===== src/rtl/seg7_scan_driver.sv =====
`default_nettype none
// ============================================================================
// seg7_scan_driver : N-digit multiplexed hex seven-segment driver with
// frame-synchronous double buffering. Optional macro: SEG7_DP_EN.
// Revision: 1.0
// ============================================================================
module seg7_scan_driver #(
  parameter int NUM_DIGITS = 4,
  parameter int PRESCALE   = 50000,
  parameter int ACTIVE_LOW = 1
) (
  input  logic                    clk,
  input  logic                    rst,
  input  logic                    load,
  input  logic [4*NUM_DIGITS-1:0] value,
  input  logic [NUM_DIGITS-1:0]   blank_mask,
  input  logic                    lz_blank_en,
  output logic [6:0]              seg,
  output logic [NUM_DIGITS-1:0]   dig_sel,
  output logic                    frame_done
`ifdef SEG7_DP_EN
  ,
  input  logic [NUM_DIGITS-1:0]   dp_in,
  output logic                    dp
`endif
);

  localparam int CNT_W = (PRESCALE > 1) ? $clog2(PRESCALE) : 1;
  localparam int IDX_W = (NUM_DIGITS > 1) ? $clog2(NUM_DIGITS) : 1;
  localparam logic [CNT_W-1:0] c_last_cnt = CNT_W'(PRESCALE - 1);
  localparam logic [IDX_W-1:0] c_last_idx = IDX_W'(NUM_DIGITS - 1);
  localparam logic             c_inv      = (ACTIVE_LOW != 0);

  logic [CNT_W-1:0]        r_cnt;
  logic [IDX_W-1:0]        r_idx;
  logic [4*NUM_DIGITS-1:0] r_pend;
  logic [NUM_DIGITS-1:0]   r_pend_mask;
  logic                    r_pend_valid;
  logic [4*NUM_DIGITS-1:0] r_disp;
  logic [NUM_DIGITS-1:0]   r_disp_mask;
`ifdef SEG7_DP_EN
  logic [NUM_DIGITS-1:0]   r_pend_dp;
  logic [NUM_DIGITS-1:0]   r_disp_dp;
`endif

  logic                    w_tick;
  logic                    w_boundary;
  logic                    w_dead;
  logic                    w_dark;
  logic [3:0]              w_nib;
  logic [6:0]              w_seg_act;
  logic [NUM_DIGITS-1:0]   w_onehot;
  logic [NUM_DIGITS:0]     w_upper_zero;

  function automatic logic [6:0] f_decode(input logic [3:0] n);
    case (n)
      4'h0: f_decode = 7'b0111111;
      4'h1: f_decode = 7'b0000110;
      4'h2: f_decode = 7'b1011011;
      4'h3: f_decode = 7'b1001111;
      4'h4: f_decode = 7'b1100110;
      4'h5: f_decode = 7'b1101101;
      4'h6: f_decode = 7'b1111101;
      4'h7: f_decode = 7'b0000111;
      4'h8: f_decode = 7'b1111111;
      4'h9: f_decode = 7'b1101111;
      4'hA: f_decode = 7'b1110111;
      4'hB: f_decode = 7'b1111100;
      4'hC: f_decode = 7'b0111001;
      4'hD: f_decode = 7'b1011110;
      4'hE: f_decode = 7'b1111001;
      default: f_decode = 7'b1110001;
    endcase
  endfunction

  // w_upper_zero[i] is set when every displayed nibble from the top down to i is zero
  assign w_upper_zero[NUM_DIGITS] = 1'b1;
  generate
    for (genvar i = 0; i < NUM_DIGITS; i++) begin : g_lz
      assign w_upper_zero[i] = w_upper_zero[i+1] & (r_disp[4*i +: 4] == 4'h0);
    end
  endgenerate

  always_comb begin
    w_tick     = (r_cnt == c_last_cnt);
    w_boundary = w_tick && (r_idx == c_last_idx);
    w_dead     = (r_cnt == '0);
    w_nib      = r_disp[{r_idx, 2'b00} +: 4];
    w_dark     = r_disp_mask[r_idx] |
                 (lz_blank_en & (r_idx != '0) & w_upper_zero[r_idx]);
    w_seg_act  = w_dark ? 7'd0 : f_decode(w_nib);
    w_onehot   = NUM_DIGITS'(1) << r_idx;
  end

  always_ff @(posedge clk or posedge rst) begin
    if (rst) begin
      r_cnt        <= '0;
      r_idx        <= '0;
      r_pend       <= '0;
      r_pend_mask  <= '0;
      r_pend_valid <= 1'b0;
      r_disp       <= '0;
      r_disp_mask  <= '0;
      frame_done   <= 1'b0;
      seg          <= {7{c_inv}};
      dig_sel      <= {NUM_DIGITS{c_inv}};
`ifdef SEG7_DP_EN
      r_pend_dp    <= '0;
      r_disp_dp    <= '0;
      dp           <= c_inv;
`endif
    end else begin
      r_cnt      <= w_tick ? '0 : r_cnt + 1'b1;
      frame_done <= w_boundary;
      if (w_tick) begin
        r_idx <= (r_idx == c_last_idx) ? '0 : r_idx + 1'b1;
      end

      if (load) begin
        r_pend      <= value;
        r_pend_mask <= blank_mask;
`ifdef SEG7_DP_EN
        r_pend_dp   <= dp_in;
`endif
      end

      // A load landing on the boundary goes straight to the display buffer
      if (w_boundary) begin
        r_pend_valid <= 1'b0;
        if (load) begin
          r_disp      <= value;
          r_disp_mask <= blank_mask;
`ifdef SEG7_DP_EN
          r_disp_dp   <= dp_in;
`endif
        end else if (r_pend_valid) begin
          r_disp      <= r_pend;
          r_disp_mask <= r_pend_mask;
`ifdef SEG7_DP_EN
          r_disp_dp   <= r_pend_dp;
`endif
        end
      end else if (load) begin
        r_pend_valid <= 1'b1;
      end

      seg     <= (w_dead ? 7'd0 : w_seg_act) ^ {7{c_inv}};
      dig_sel <= (w_dead ? '0 : w_onehot) ^ {NUM_DIGITS{c_inv}};
`ifdef SEG7_DP_EN
      dp      <= ((w_dead | r_disp_mask[r_idx]) ? 1'b0 : r_disp_dp[r_idx]) ^ c_inv;
`endif
    end
  end

endmodule
`default_nettype wire


===== config.mk =====
export PLATFORM = sky130hd
export DESIGN_NAME = seg7_scan_driver
export DESIGN_NICKNAME = d
export VERILOG_FILES = /design/src/rtl/seg7_scan_driver.sv
export SDC_FILE = /design/constraint.sdc
export NUM_CORES = 1
export LEC_CHECK = 0
export CORE_MARGIN = 2
export CORE_UTILIZATION = 50
export CTS_CLUSTER_DIAMETER = 40
export DETAILED_ROUTE_END_ITERATION = 8
export HOLD_SLACK_MARGIN = 0.02
export PLACE_DENSITY = 0.77
export SYNTH_ARGS = -nofsm -noshare
export SYNTH_HDL_FRONTEND = slang
export SYNTH_SLANG_ARGS = --single-unit
export TNS_END_PERCENT = 50

===== constraint.sdc =====
create_clock -name clk -period 2.6 [get_ports clk]
set_input_delay 0.26 -clock clk [delete_from_list [all_inputs] [get_ports clk]]
set_output_delay 0.26 -clock clk [all_outputs]
set_load 0.02 [all_outputs]

==> impl_metrics.csv, run 1 <==
group,metric,value,unit
grt,grt_pass1_wl,9818,um
clock_tree,source_to_sink_clock_delay_at_the_later_pin_of_the_worst_skew_pair,330,ps
final_layout,fillers,504,
logic_synthesis,ys_async_rst_share,100.0,%
die,initial_core_util,52.04,%
timing,max_slew.worst_pin.slew,581.0,ps
worst_setup_path,critical_path_arrival,2280,ps
logic_synthesis,cell_accounting_for_the_most_synthesized_area,"sky130_fd_sc_hd__dfrtp_1",
routing,detail_route.drc_violations,0,
die,std_cell_rows,29,
timing,timing.clock.skew,4.403,ps
clock_tree,cts-resized-gates,0,
logic_synthesis,post_synth_inst_count,248,
final_layout,antenna_cells_inserted,0,
placement,placed_cell_area,3737,um2
job,maximum_capacitance_violations,0,
placement,gp_congestion,0.8434,
worst_setup_path,ff2ff_setup_slack,570,ps
die,die_h,85.53,um
clock_tree,cts.path.max_buffers,2,
worst_setup_path,critical_path_depth,6,
routing,routed_wl,5763,um
final_layout,seqCellArea,1790,um2
logic_synthesis,yosys-top-cells-count,"60 x sky130_fd_sc_hd__dfrtp_1, 21 x sky130_fd_sc_hd__mux2_2, 20 x sky130_fd_sc_hd__mux2_4",
worst_setup_path,worst_setup_path_end_kind,"register",
logic_synthesis,synth.net_count,284,
final_layout,post_route_cell_area,3965,um2
grt,grt_antenna_before_repair,0,
logic_synthesis,edff_count_synth,0,
worst_setup_path,worst_path_largest_cell_delay,600,ps
logic_synthesis,yosysMostFrequentCell,"sky130_fd_sc_hd__dfrtp_1",
power_and_ir_drop,p_per_area,557.0,nW/um2
logic_synthesis,postSynth.topFlopCell,"sky130_fd_sc_hd__dfrtp_1",
timing,timing_hold_violations_final,0,
worst_setup_path,critPathKind,"register to register",
clock_tree,cts_sinks,71,
worst_setup_path,worst_path_max_delay_cell,"sky130_fd_sc_hd__dfrtp_1",
clock_tree,cts_tree,"done",
power_and_ir_drop,power.ir.vdd_worst,0.0004025,V
final_layout,post_route_cells_drive_above_1_share,29.01,%
routing,iter_0_drt_violations,67,
worst_setup_path,ff2ff_path_depth,6,
clock_tree,cts_inserted_buffers,9,
die,die_area,7315,um2
grt,globalRouteTotalUtil,17.31,%
routing,first_pass_iters,4,
logic_synthesis,synth.yosys.seq_area_share,53.88,%
clock_tree,cts.hold.buffers_added,0,
worst_setup_path,critical_path.top_delay_family,"flip-flops",
final_layout,area_used_by_multi_input_combinational_logic,1429,um2
grt,number_of_global_route_vias_before_repair,1975,
routing,post_drt_via_cell_ratio,5.311,
final_layout,final_nets,324,
power_and_ir_drop,lkg_pwr,1.802,nW
worst_hold_path,hp-class,"input port to asynchronous set/reset pin",
timing,timing.final.setup_violations,0,
clock_tree,post_cts.repair.setup_buffers,0,
timing,fin_setup_tns,0,ps
die,io_pins,36,
worst_setup_path,timing.critical_path.from_type,"register",
clock_tree,clk_transition_reported_paths,70,ps
die,floorplan.die.width,85.53,um
die,core-area,6386,um2
logic_synthesis,synth_area_per_cell,13.40,um2
timing,relSlewSlack,61.21,%
timing,fin_max_slew_vios,0,
grt,gr-total-overflow,0,
logic_synthesis,yosys-top-cells-area,"sky130_fd_sc_hd__dfrtp_1 45%, sky130_fd_sc_hd__mux2_4 9.0%, sky130_fd_sc_hd__dfstp_2 8.7%, sky130_fd_sc_hd__mux2_2 7.1%, sky130_fd_sc_hd__ha_1 4.5%",
logic_synthesis,post_synthesis_register_bit_count,71,
routing,ant_nets,0,
clock_tree,htreeDepth,3,
placement,detailedPlacementHpwl,4048,um
final_layout,area_delta_synth_final,19.31,%
placement,preCtsSetupSlack,583.5,ps
outcome,status,"finished, final reports clean",
clock_tree,cts_root_buf,"sky130_fd_sc_hd__clkbuf_8",
worst_setup_path,worst-endpoint-required,2850,ps
timing,fin_ws,565.1,ps
timing,layout_worst_path_cycle_share,78.27,%
routing,routed-via-count,1965,
placement,numPortBuffers,35,
logic_synthesis,synth.distinct_cells,42,
worst_setup_path,cells_along_the_critical_path,"inv_1, ha_1, nor4_1, nand3b_1, o311a_1, o2111ai_1",
timing,setup_repair_after_global_routing_missed_its_margin,"false",
grt,grt_max_degree,30,
logic_synthesis,synth_warnings,0,
worst_setup_path,timing.critical_path.fanout_max,10,
logic_synthesis,synth_area,3323,um2
worst_setup_path,path_buf_inv,1,
timing,achievable-frequency,0.4914,GHz
logic_synthesis,synth_top_area_share,45.18,%
timing,finalWorstPathRequiredPeriod,2035,ps
routing,drt-wirelength-per-cell,15.58,um
## routing by layer
layer	track usage (%)	part of all wire [%]
met3	3.465	3.9
met1	25.15	49
met2	25.07	45
met5	0	0
met4	8.369	1.5
## layout by cell type, fill, tap and decap left out, drive strengths merged, types with 6 or more instances in the layout
master         count
clkbuf            14
clkdlybuf4s50     35
dfrtp             60
dfstp             11
ha                12
inv                9
mux2              41
nand2             18
nand3              9
nor2              11
xnor2              6
xor2               7
## registers in the layout, summed over array words and instances, names as in the netlist
register      count
r_cnt            16
dig_sel           4
r_pend_mask       4
r_disp_mask       4
r_pend_valid      1
seg               7
r_pend           16
r_idx             2
r_disp           16
frame_done        1
## cells by family (layout without fill, tap and decap cells)
family                     after synthesis  in the layout  share of synthesized area (%)
xor gates and xnor gates                13             13                          3.426
and+or+nand+nor                         67             67                          11.22
AOI/OAI and AO/OA                       16             16                          3.388
muxes                                   49             49                          20.44
adders and majority gates               12             12                          4.518
buffers and inverters                   20             65                          3.125
DFF                                     71             71                          53.88
## report_power, final
part	switching (mW)	internal [mW]
clock network	0.380	0.573
logic	0.0501	0.0624
registers	0.00699	1.14
## final cells by class
type / count / area share, %
Tap cell: 77 / 2.430
Timing Repair Buffer: 40 / 9.782
Clock inverter: 2 / 0.8836
Inverter: 9 / 0.8520
Multi-Input combinational cell: 157 / 36.04
Sequential cell: 71 / 45.16
Clock buffer: 14 / 4.860
## metrics by stage
stage                     hold slack (ps)  utilization (%)  total power [mW]  std cells
after detailed placement            479.4            58.52             1.279        354
final                               311.0            62.09             2.209        370
after CTS                           317.6            62.09             2.232        370
after global placement              473.2            58.52             1.275        354
after global routing                383.4            62.09             2.302        370
after floorplan                     414.5                -             1.223        248
## path summary, 6_finish.rpt
check                        startpoint      endpoint
setup / recovery               r_idx[0]        seg[0]
hold / removal                      rst     r_cnt[13]
setup reg to reg               r_idx[0]        seg[0]
hold reg to reg            r_pend_valid  r_pend_valid
max in group asynchronous           rst    dig_sel[2]
min in group clk           r_pend_valid  r_pend_valid
## worst reg2reg max path: cells and delay by family, from the launching register on
kind                     cells  cell delay, ps
AO/OA/AOI/OAI                2             560
adder cells (fa/ha/maj)      1             240
buffers and inverters        1             160
flip-flops                   1             600
AND/OR/NAND/NOR              2             390
Power figures use the tool's default switching activity.
==> run 2: changes to the inputs <==
Settings changed: PLACE_DENSITY 0.77 to 0.8.
Clock period 2.6 ns to 1.85 ns, I/O delays scaled along.
==> run 2 against run 1 <==
The flow now finishes with violations (negative setup slack). Count of clock-buffer cells in the layout decreased by 4. Setup slack got worse by 610 ps. Sequential share of layout area decreased by 1.8 points. First-iteration DRC count rose by 57%. Sequential power grew 41%. Combinational power is 46% higher. Die area unchanged. Clock power rose by 37%. Cell count is 4.3% higher. Core utilization rose by 2.7 points. Critical path type unchanged. Critical endpoint is now r_disp[4].
==> impl_metrics.csv, run 2 (synthesized netlist as in run 1, its figures left out) <==
group,metric,value,unit
timing,timing_hold_violations_final,0,
clock_tree,cts_inserted_buffers,9,
clock_tree,cts_tree,"done",
final_layout,antenna_cells_inserted,0,
grt,grt_pass1_wl,10370,um
timing,relSlewSlack,72.26,%
final_layout,layout_top_registers,"r_cnt x16, r_disp x16, r_pend x16",
grt,grt_max_degree,72,
worst_setup_path,critPathKind,"register to register",
grt,grt_antenna_before_repair,0,
final_layout,layout_common_cells,"59 x sky130_fd_sc_hd__dfrtp_1, 35 x sky130_fd_sc_hd__clkdlybuf4s50_1, 21 x sky130_fd_sc_hd__mux2_2",
timing,achievable-frequency,0.5270,GHz
job,maximum_capacitance_violations,0,
routing,post_drt_via_cell_ratio,5.347,
timing,fin_ws,-47.45,ps
final_layout,final_common_cell,"sky130_fd_sc_hd__dfrtp_1",
die,die_area,7315,um2
grt,gr-total-overflow,0,
final_layout,area_delta_synth_final,24.47,%
worst_setup_path,cells_along_the_critical_path,"or4_4, nor4_4, nand4_2, buf_12, mux2_4",
worst_setup_path,timing.critical_path.fanout_max,20,
grt,globalRouteTotalUtil,18.60,%
worst_setup_path,worst_path_max_delay_cell,"sky130_fd_sc_hd__or4_4",
routing,iter_0_drt_violations,105,
die,io_pins,36,
timing,fin_max_slew_vios,0,
routing,routed-via-count,2064,
placement,numPortBuffers,35,
clock_tree,cts_sinks,71,
timing,timing.clock.skew,8.596,ps
grt,number_of_global_route_vias_before_repair,2122,
outcome,failed_checks,"negative setup slack",
clock_tree,cts_root_buf,"sky130_fd_sc_hd__clkbuf_8",
routing,detail_route.drc_violations,0,
power_and_ir_drop,p_per_area,743.6,nW/um2
outcome,status,"complete, but fails checks",
routing,met2RoutedLength,2828,um
timing,fin_setup_tns,-749.9,ps
final_layout,post_layout_nonfiller_instances,386,
placement,detailedPlacementHpwl,4105,um
worst_setup_path,worst_path_largest_cell_delay,540,ps
worst_setup_path,critical_path_arrival,2130,ps
die,core-area,6386,um2
power_and_ir_drop,power.ir.vdd_worst,0.0004829,V
timing,timing.final.setup_violations,20,
clock_tree,cts.hold.buffers_added,0,
worst_setup_path,timing.critical_path.from_type,"register",
clock_tree,cts.path.max_buffers,2,
routing,routed_length_on_met3,253,um
die,floorplan.die.width,85.53,um
routing,wl_met1,2881,um
final_layout,seqCellArea,1792,um2
routing,first_pass_iters,4,
placement,placed_cells,370,
worst_setup_path,critical_path.top_delay_family,"simple AND/OR/NAND/NOR gates",
final_layout,fillers,471,
die,initial_core_util,52.04,%
worst_setup_path,worst_setup_path_end_kind,"register",
final_layout,final_nets,340,
worst_setup_path,path_buf_inv,1,
timing,max_slew.worst_pin.slew,412.3,ps
timing,finalWorstPathRequiredPeriod,1897,ps
die,std_cell_rows,29,
final_layout,postLayoutCoreUtil,64.77,%
clock_tree,htreeDepth,3,
placement,gp_congestion,0.7944,
routing,drt-wirelength-per-cell,15.81,um
routing,routed_wl,6101,um
clock_tree,source_to_sink_clock_delay_at_the_later_pin_of_the_worst_skew_pair,340,ps
clock_tree,clk_transition_reported_paths,70,ps
power_and_ir_drop,lkg_pwr,1.888,nW
power_and_ir_drop,total_power,3.076,mW
routing,ant_nets,0,
worst_setup_path,worst-endpoint-required,2080,ps
timing,setup_repair_after_global_routing_missed_its_margin,"true",
final_layout,area_used_by_multi_input_combinational_logic,1453,um2
worst_hold_path,hp-class,"input port to asynchronous set/reset pin",
clock_tree,post_cts.repair.setup_buffers,0,
final_layout,post_route_cells_drive_above_1_share,33.98,%
routing,highest-signal-layer,"met4",
timing,layout_worst_path_cycle_share,102.6,%
die,die_h,85.53,um
## run 2: path summary, 6_finish.rpt
| path | start | to | slack, ps | cells past startpoint |
|---|---|---|---|---|
| setup / recovery | r_cnt[11] | r_disp[4] | -50 | 5 |
| hold / removal | rst | r_pend_mask[2] | 290 | 3 |
| setup reg to reg | r_cnt[11] | r_disp[4] | -50 | 5 |
| hold reg to reg | r_pend[2] | r_pend[2] | 500 | 1 |
| max in group asynchronous | rst | seg[4] | 1240 | 3 |
| min in group clk | value[11] | r_pend[11] | 470 | 2 |
## run 2: routing by layer
metal,up-vias,track usage (%)
met5,-,0
met4,0,10.82
met3,10,4.042
met2,62,27.20
met1,1010,25.74
li1,982,-
## run 2: repair_timing
item,in CTS,in global routing
pin swaps,0,0
resized for setup,1,5
endpoints found under the setup margin,25,32
## run 2: area by class of cell
class                      count  share of cell area [%]
multi-input combinational    157                   35.12
inverter                       9                  0.9074
tap                           77                   2.329
clock buffer                  10                   3.085
sequential                    71                   43.32
timing repair buffer          56                   13.19
clock inverter                 6                   2.057
## run 2: worst register-to-register path, stage by stage, from the launching register on
cell	delay (ps)
sky130_fd_sc_hd__dfrtp_1	390
sky130_fd_sc_hd__or4_4	540
sky130_fd_sc_hd__nor4_4	180
sky130_fd_sc_hd__nand4_2	160
sky130_fd_sc_hd__buf_12	200
sky130_fd_sc_hd__mux2_4	320
## run 2: stage by stage
step                hold slack, ps  instance area (um2)  setup WS [ps]
CTS                          286.4                 4113         -55.31
global route                 324.2                 4136         -114.6
finish                       288.9                 4136         -47.45
floorplan                    339.5                 3327         -32.65
detailed placement           484.7                 3899         -32.34
global placement             481.9                 3899         -6.363
## run 2: report_power, final
group	switching, mW	internal [mW]	total [mW]
sequential	0.0106	1.60	1.61
clock	0.551	0.754	1.31
combinational	0.0716	0.0925	0.164
total	0.633	2.44	3.08
==> run 3: changes to the inputs <==
Settings changed: CORE_UTILIZATION 50 to 51, PLACE_DENSITY 0.8 to 0.81.
==> run 3 against run 2 <==
The flow still finishes with violations (negative setup slack). Setup slack got worse by 29 ps. Hold slack got worse by 160 ps. Critical path depth unchanged. Sequential power about the same. Critical path type unchanged. Clock power increased by 5%. Fmax decreased by 1.5%. Routed wire length increased by 1.8%. Largest cell class unchanged. Count of clock-buffer cells in the layout unchanged. Sequential cell count unchanged. First-iteration DRC count increased by 30%.
==> impl_metrics.csv, run 3 (synthesized netlist as in run 1, its figures left out) <==
group,metric,value,unit
clock_tree,cts.path.max_buffers,2,
timing,setup_repair_after_global_routing_missed_its_margin,"true",
routing,drt-wirelength-per-cell,16.04,um
clock_tree,cts.hold.buffers_added,0,
routing,detail_route.drc_violations,0,
grt,grt_pass1_wl,10580,um
timing,layout_worst_path_cycle_share,104.2,%
clock_tree,source_to_sink_clock_delay_at_the_later_pin_of_the_worst_skew_pair,340,ps
timing,max_slew.worst_pin.slew,409.8,ps
power_and_ir_drop,lkg_pwr,1.906,nW
routing,post_drt_via_cell_ratio,5.426,
placement,numPortBuffers,35,
power_and_ir_drop,power.ir.vdd_worst,0.0005625,V
placement,detailedPlacementHpwl,4501,um
final_layout,layout_top_registers,"r_cnt x16, r_disp x16, r_pend x16",
timing,timing.clock.skew,9.808,ps
outcome,status,"complete, but fails checks",
final_layout,area_delta_synth_final,25.87,%
die,std_cell_rows,29,
die,core-area,6314,um2
timing,fin_setup_tns,-1369,ps
timing,timing_hold_violations_final,0,
die,die_h,84.72,um
grt,gr-total-overflow,0,
grt,grt_antenna_before_repair,0,
worst_setup_path,timing.critical_path.fanout_max,20,
timing,fin_max_slew_vios,0,
routing,first_pass_iters,4,
placement,placed_cells,371,
clock_tree,cts_tree,"done",
timing,timing.final.setup_violations,20,
clock_tree,post_cts.repair.setup_buffers,0,
timing,fin_ws,-76.80,ps
final_layout,antenna_cells_inserted,0,
final_layout,final_nets,341,
routing,routed_wl,6209,um
placement,preCtsSetupSlack,-71.51,ps
power_and_ir_drop,p_per_area,751.7,nW/um2
timing,relSlewSlack,72.43,%
clock_tree,cts_inserted_buffers,9,
die,floorplan.die.width,84.72,um
routing,routed-via-count,2100,
die,initial_core_util,52.64,%
routing,iter_0_drt_violations,136,
routing,ant_nets,0,
worst_setup_path,worst_setup_path_end_kind,"register",
job,maximum_capacitance_violations,0,
worst_setup_path,worst-endpoint-required,2080,ps
die,io_pins,36,
final_layout,fillers,450,
worst_hold_path,hp-class,"input port to asynchronous set/reset pin",
worst_setup_path,critical_path_arrival,2150,ps
grt,grt_max_degree,64,
worst_setup_path,timing.critical_path.from_type,"register",
final_layout,post_route_cell_area,4183,um2
outcome,failed_checks,"negative setup slack",
clock_tree,clk_transition_reported_paths,70,ps
clock_tree,cts_sinks,71,
final_layout,post_layout_nonfiller_instances,387,
timing,achievable-frequency,0.5190,GHz
grt,globalRouteTotalUtil,19.09,%
timing,finalWorstPathRequiredPeriod,1927,ps
placement,gp_congestion,0.8335,
grt,number_of_global_route_vias_before_repair,2157,
final_layout,post_route_cells_drive_above_1_share,35.48,%
placement,placed_cell_area,3919,um2
clock_tree,cts_root_buf,"sky130_fd_sc_hd__clkbuf_8",
clock_tree,htreeDepth,3,
final_layout,final_common_cell,"sky130_fd_sc_hd__dfrtp_1",
final_layout,layout_common_cells,"59 x sky130_fd_sc_hd__dfrtp_1, 35 x sky130_fd_sc_hd__clkdlybuf4s50_1, 21 x sky130_fd_sc_hd__mux2_2",
worst_setup_path,critPathKind,"register to register",
die,die_area,7177,um2
## run 3: cell type report
| type | count | area, um2 | share of cell area, % |
|---|---|---|---|
| well taps | 77 | 96.34 | 2.303 |
| repair buffers | 57 | 569.3 | 13.61 |
| clock inverters | 6 | 93.84 | 2.243 |
| inverters | 9 | 37.54 | 0.8974 |
| clock buffers | 10 | 137.6 | 3.290 |
| multi-input cells | 157 | 1456 | 34.82 |
| flip-flops and latches | 71 | 1792 | 42.84 |
## run 3: what timing repair did
item                       4_1_cts  5_1_grt
gates resized for setup          2        8
pin swaps                        0        0
setup endpoints to repair       26       36
## run 3: metal layers
metal | wire length [um] | track usage, %
met1 | 2857 | 27.12
met3 | 328 | 4.031
met4 | 100 | 8.225
met2 | 2922 | 28.63
met5 | 0 | 0
## run 3: metrics by stage
stage / total power, mW / hold slack (ps) / utilization (%)
CTS: 3.188 / 122.2 / 65.93
finish: 3.144 / 126.2 / 66.25
floorplan: 1.720 / 339.5 / -
detailed placement: 1.803 / 483.7 / 62.07
global placement: 1.796 / 479.0 / 62.07
global route: 3.271 / 146.4 / 66.25
## run 3: worst paths after layout
kind                                    from            to  slack [ps]  cells past startpoint
worst max-delay path               r_cnt[11]     r_disp[9]         -80                      5
worst min-delay path                     rst      r_cnt[8]         130                      2
worst max register to register     r_cnt[11]     r_disp[9]         -80                      5
worst min register to register  r_pend_valid  r_pend_valid         500                      2
max in group asynchronous                rst    dig_sel[1]        1120                      3
min in group clk                    value[3]     r_pend[3]         480                      2
## run 3: worst max-delay path: stages (launching register included)
cell                      delay, ps
sky130_fd_sc_hd__dfrtp_1        400
sky130_fd_sc_hd__or4_4          550
sky130_fd_sc_hd__nor4_4         190
sky130_fd_sc_hd__nand4_2        170
sky130_fd_sc_hd__buf_12         210
sky130_fd_sc_hd__mux2_4         300
## run 3: power breakdown
group | leakage [nW] | internal, mW | switching (mW)
sequential | 0.886 | 1.60 | 0.0100
clock | 0.113 | 0.802 | 0.573
combinational | 0.907 | 0.0925 | 0.0712
total | 1.91 | 2.49 | 0.654
==> RTL edit: new RTL, config.mk and constraints of run 2 <==
`NUM_DIGITS`: 4 -> 2.
--- a/src/rtl/seg7_scan_driver.sv
+++ b/src/rtl/seg7_scan_driver.sv
@@ -5,7 +5,7 @@
 // Revision: 1.0
 // ============================================================================
 module seg7_scan_driver #(
-  parameter int NUM_DIGITS = 4,
+  parameter int NUM_DIGITS = 2,
   parameter int PRESCALE   = 50000,
   parameter int ACTIVE_LOW = 1
 ) (
Ports: changed (resized blank_mask, dig_sel and value); port bits go from 36 to 24. The function was not compared with the original's and may differ.
==> RTL edit against run 2 <==
  * Sequential cell count is 23 lower
  * Combinational power fell by 45%
  * Sequential share of layout area increased by 0.20 points
  * Hold slack got worse by 0.075 ns
  * Total power shrank 37%
  * Sequential power shrank 33%
  * Routed wire length shrank 36%
  * Design area is 33% lower
  * Area after synthesis shrank 32%
  * First-iteration DRC count decreased by 16%
  * Fmax rose by 8.6%
  * Worst setup slack better by 0.15 ns
==> RTL edit: results (changes against run 2) <==
| Metric | Value |
|---|---|
| Cts bufs inserted | `5 (-4)` |
| Switching part of the total | `0.214 (+0.00811)` |
| Top cells by area, synth | `dfrtp_1 (44%), dfstp_2 (11%), mux2_2 (6.5%)` |
| Fillers | `339 (-28%)` |
| Layout cells sized above 1 | `0.262 (-0.0776)` |
| Seq/Total Area, Yosys | `0.540 (+0.00165)` |
| Post-DP HPWL | `2.87 mm (-30%)` |
| Gpl congestion | `0.817 (+2.8%)` |
| Top cells by count, synth | `dfrtp_1 (39), mux2_2 (13), nor2_1 (13)` |
| Status | `finished clean` |
| Port Buf Inserts | `23 (-34%)` |
| Maximum clock frequency | `572 MHz (+8.6%)` |
| Reg2reg path depth | `6 (+1)` |
| CP max-delay cell | `dfrtp_2` |
| Skew final | `0.00910 ns (+0.000503 ns)` |
| Pleak | `1.25 nW (-34%)` |
| Yosys cell types | `40 (-4.8%)` |
| Largest registers | `r_cnt: 16 flops, r_disp: 8 flops, r_pend: 8 flops` |
| Drt wl/cell | `14.1 µm (-10%)` |
| All-Layer GR Usage | `0.178 (-0.00785)` |
| Syn Nets | `207 (-27%)` |
| 1st-iter DRT viols | `88 (-16%)` |
| CTS H-tree lvls | `2 (-1)` |
| Clk slew on worst S/H paths | `0.09 ns (+0.02 ns)` |
| CP arrival | `1.99 ns (-0.14 ns)` |
| First-pass GRT wire length | `7.00 mm (-32%)` |
| Final Net Count | `246 (-28%)` |
| Area after DPL | `2650 µm² (-32%)` |
| Worst VDD drop | `364 µV (-25%)` |
| DR vias/cell | `5.40 (+1.1%)` |
| RR Endpoint | `seg[3]$_DFF_PP1_` |
| Worst-skew pair later-pin latency | `0.31 ns (-0.03 ns)` |
| RR Startpoint | `r_idx$_DFFE_PP0N_` |
| Clk pwr share | `0.401 (-0.023)` |
| Pin count of the biggest net entering global routing | `49 (-32%)` |
| Internal reg-to-reg setup slack | `0.10 ns (+0.15 ns)` |
| Critical-path maximum fanout | `6 (-70%)` |
| Reg power frac | `0.553 (+0.031)` |
[RTL edit: cell count changes in the layout (fill, tap and decap cells not counted), sizes merged, moves of 4 or more]
cell | run 2 | this run
clkbuf | 10 | 5
ha | 12 | 8
clkdlybuf4s50 | 35 | 23
dfrtp | 60 | 39
mux2 | 41 | 23
buf | 21 | 16
mux4 | 5 | 1
nand2 | 18 | 9
[RTL edit: through the flow]
stage	worst slack (ns)	cells	hold WS, ns	total power [W]
after floorplan	0.0226	185	0.321	0.00114
after CTS	0.0321	277	0.227	0.00196
after global placement	0.102	269	0.463	0.00119
after global routing	-0.00707	277	0.264	0.00202
after detailed placement	0.0502	269	0.479	0.00119
final	0.103	277	0.214	0.00194
[RTL edit: layer usage]
metal | global-route usage | wire length, µm | up-vias
li1 | - | - | 729
met2 | 0.291 | 1930 | 28
met5 | 0 | 0 | -
met3 | 0.0484 | 172 | 4
met4 | 0.0503 | 36 | 0
met1 | 0.235 | 1780 | 736
[RTL edit: worst max path at each step]
stage                            start                    end  cells after the start
floorplan           r_cnt[0]$_DFF_PP0_  r_disp[0]$_DFFE_PP0P_                      6
global placement     r_idx$_DFFE_PP0N_       seg[3]$_DFF_PP1_                      5
detailed placement   r_idx$_DFFE_PP0N_       seg[3]$_DFF_PP1_                      5
CTS                  r_idx$_DFFE_PP0N_       seg[3]$_DFF_PP1_                      5
global route        r_cnt[0]$_DFF_PP0_       seg[2]$_DFF_PP1_                      7
finish               r_idx$_DFFE_PP0N_       seg[3]$_DFF_PP1_                      6
[RTL edit: final cells by class]
type | count | area [µm²] | share of cell area
timing repair buffer | 39 | 363 | 0.130
inverter | 7 | 26.3 | 0.00942
tap | 52 | 65.1 | 0.0233
multi-input combinational | 123 | 1000 | 0.360
clock buffer | 5 | 68.8 | 0.0247
sequential | 48 | 1210 | 0.435
clock inverter | 3 | 47.5 | 0.0170
[RTL edit: cell families (layout without fill, tap and decap cells)]
group           after synthesis  after routing  share of synthesized area
simple gates                 59             59                      0.145
fa+ha+maj                     8              8                     0.0446
flops                        48             48                      0.540
buf+inv                      14             54                     0.0301
compound gates               14             14                     0.0413
xor+xnor                     13             13                     0.0508
mux                          29             29                      0.148
[RTL edit: repair_timing]
item | 4_1_cts | 5_1_grt
setup endpoints to repair | 0 | 15
gates resized for setup | 0 | 6
buffers inserted | 0 | 0
hold buffers | 0 | 0
[RTL edit: worst max-delay path, delay by kind of cell (launching register included)]
family | cells | cell delay [ns]
mux | 2 | 0.70
fa+ha+maj | 1 | 0.27
simple gates | 1 | 0.14
buf+inv | 2 | 0.12
flops | 1 | 0.46
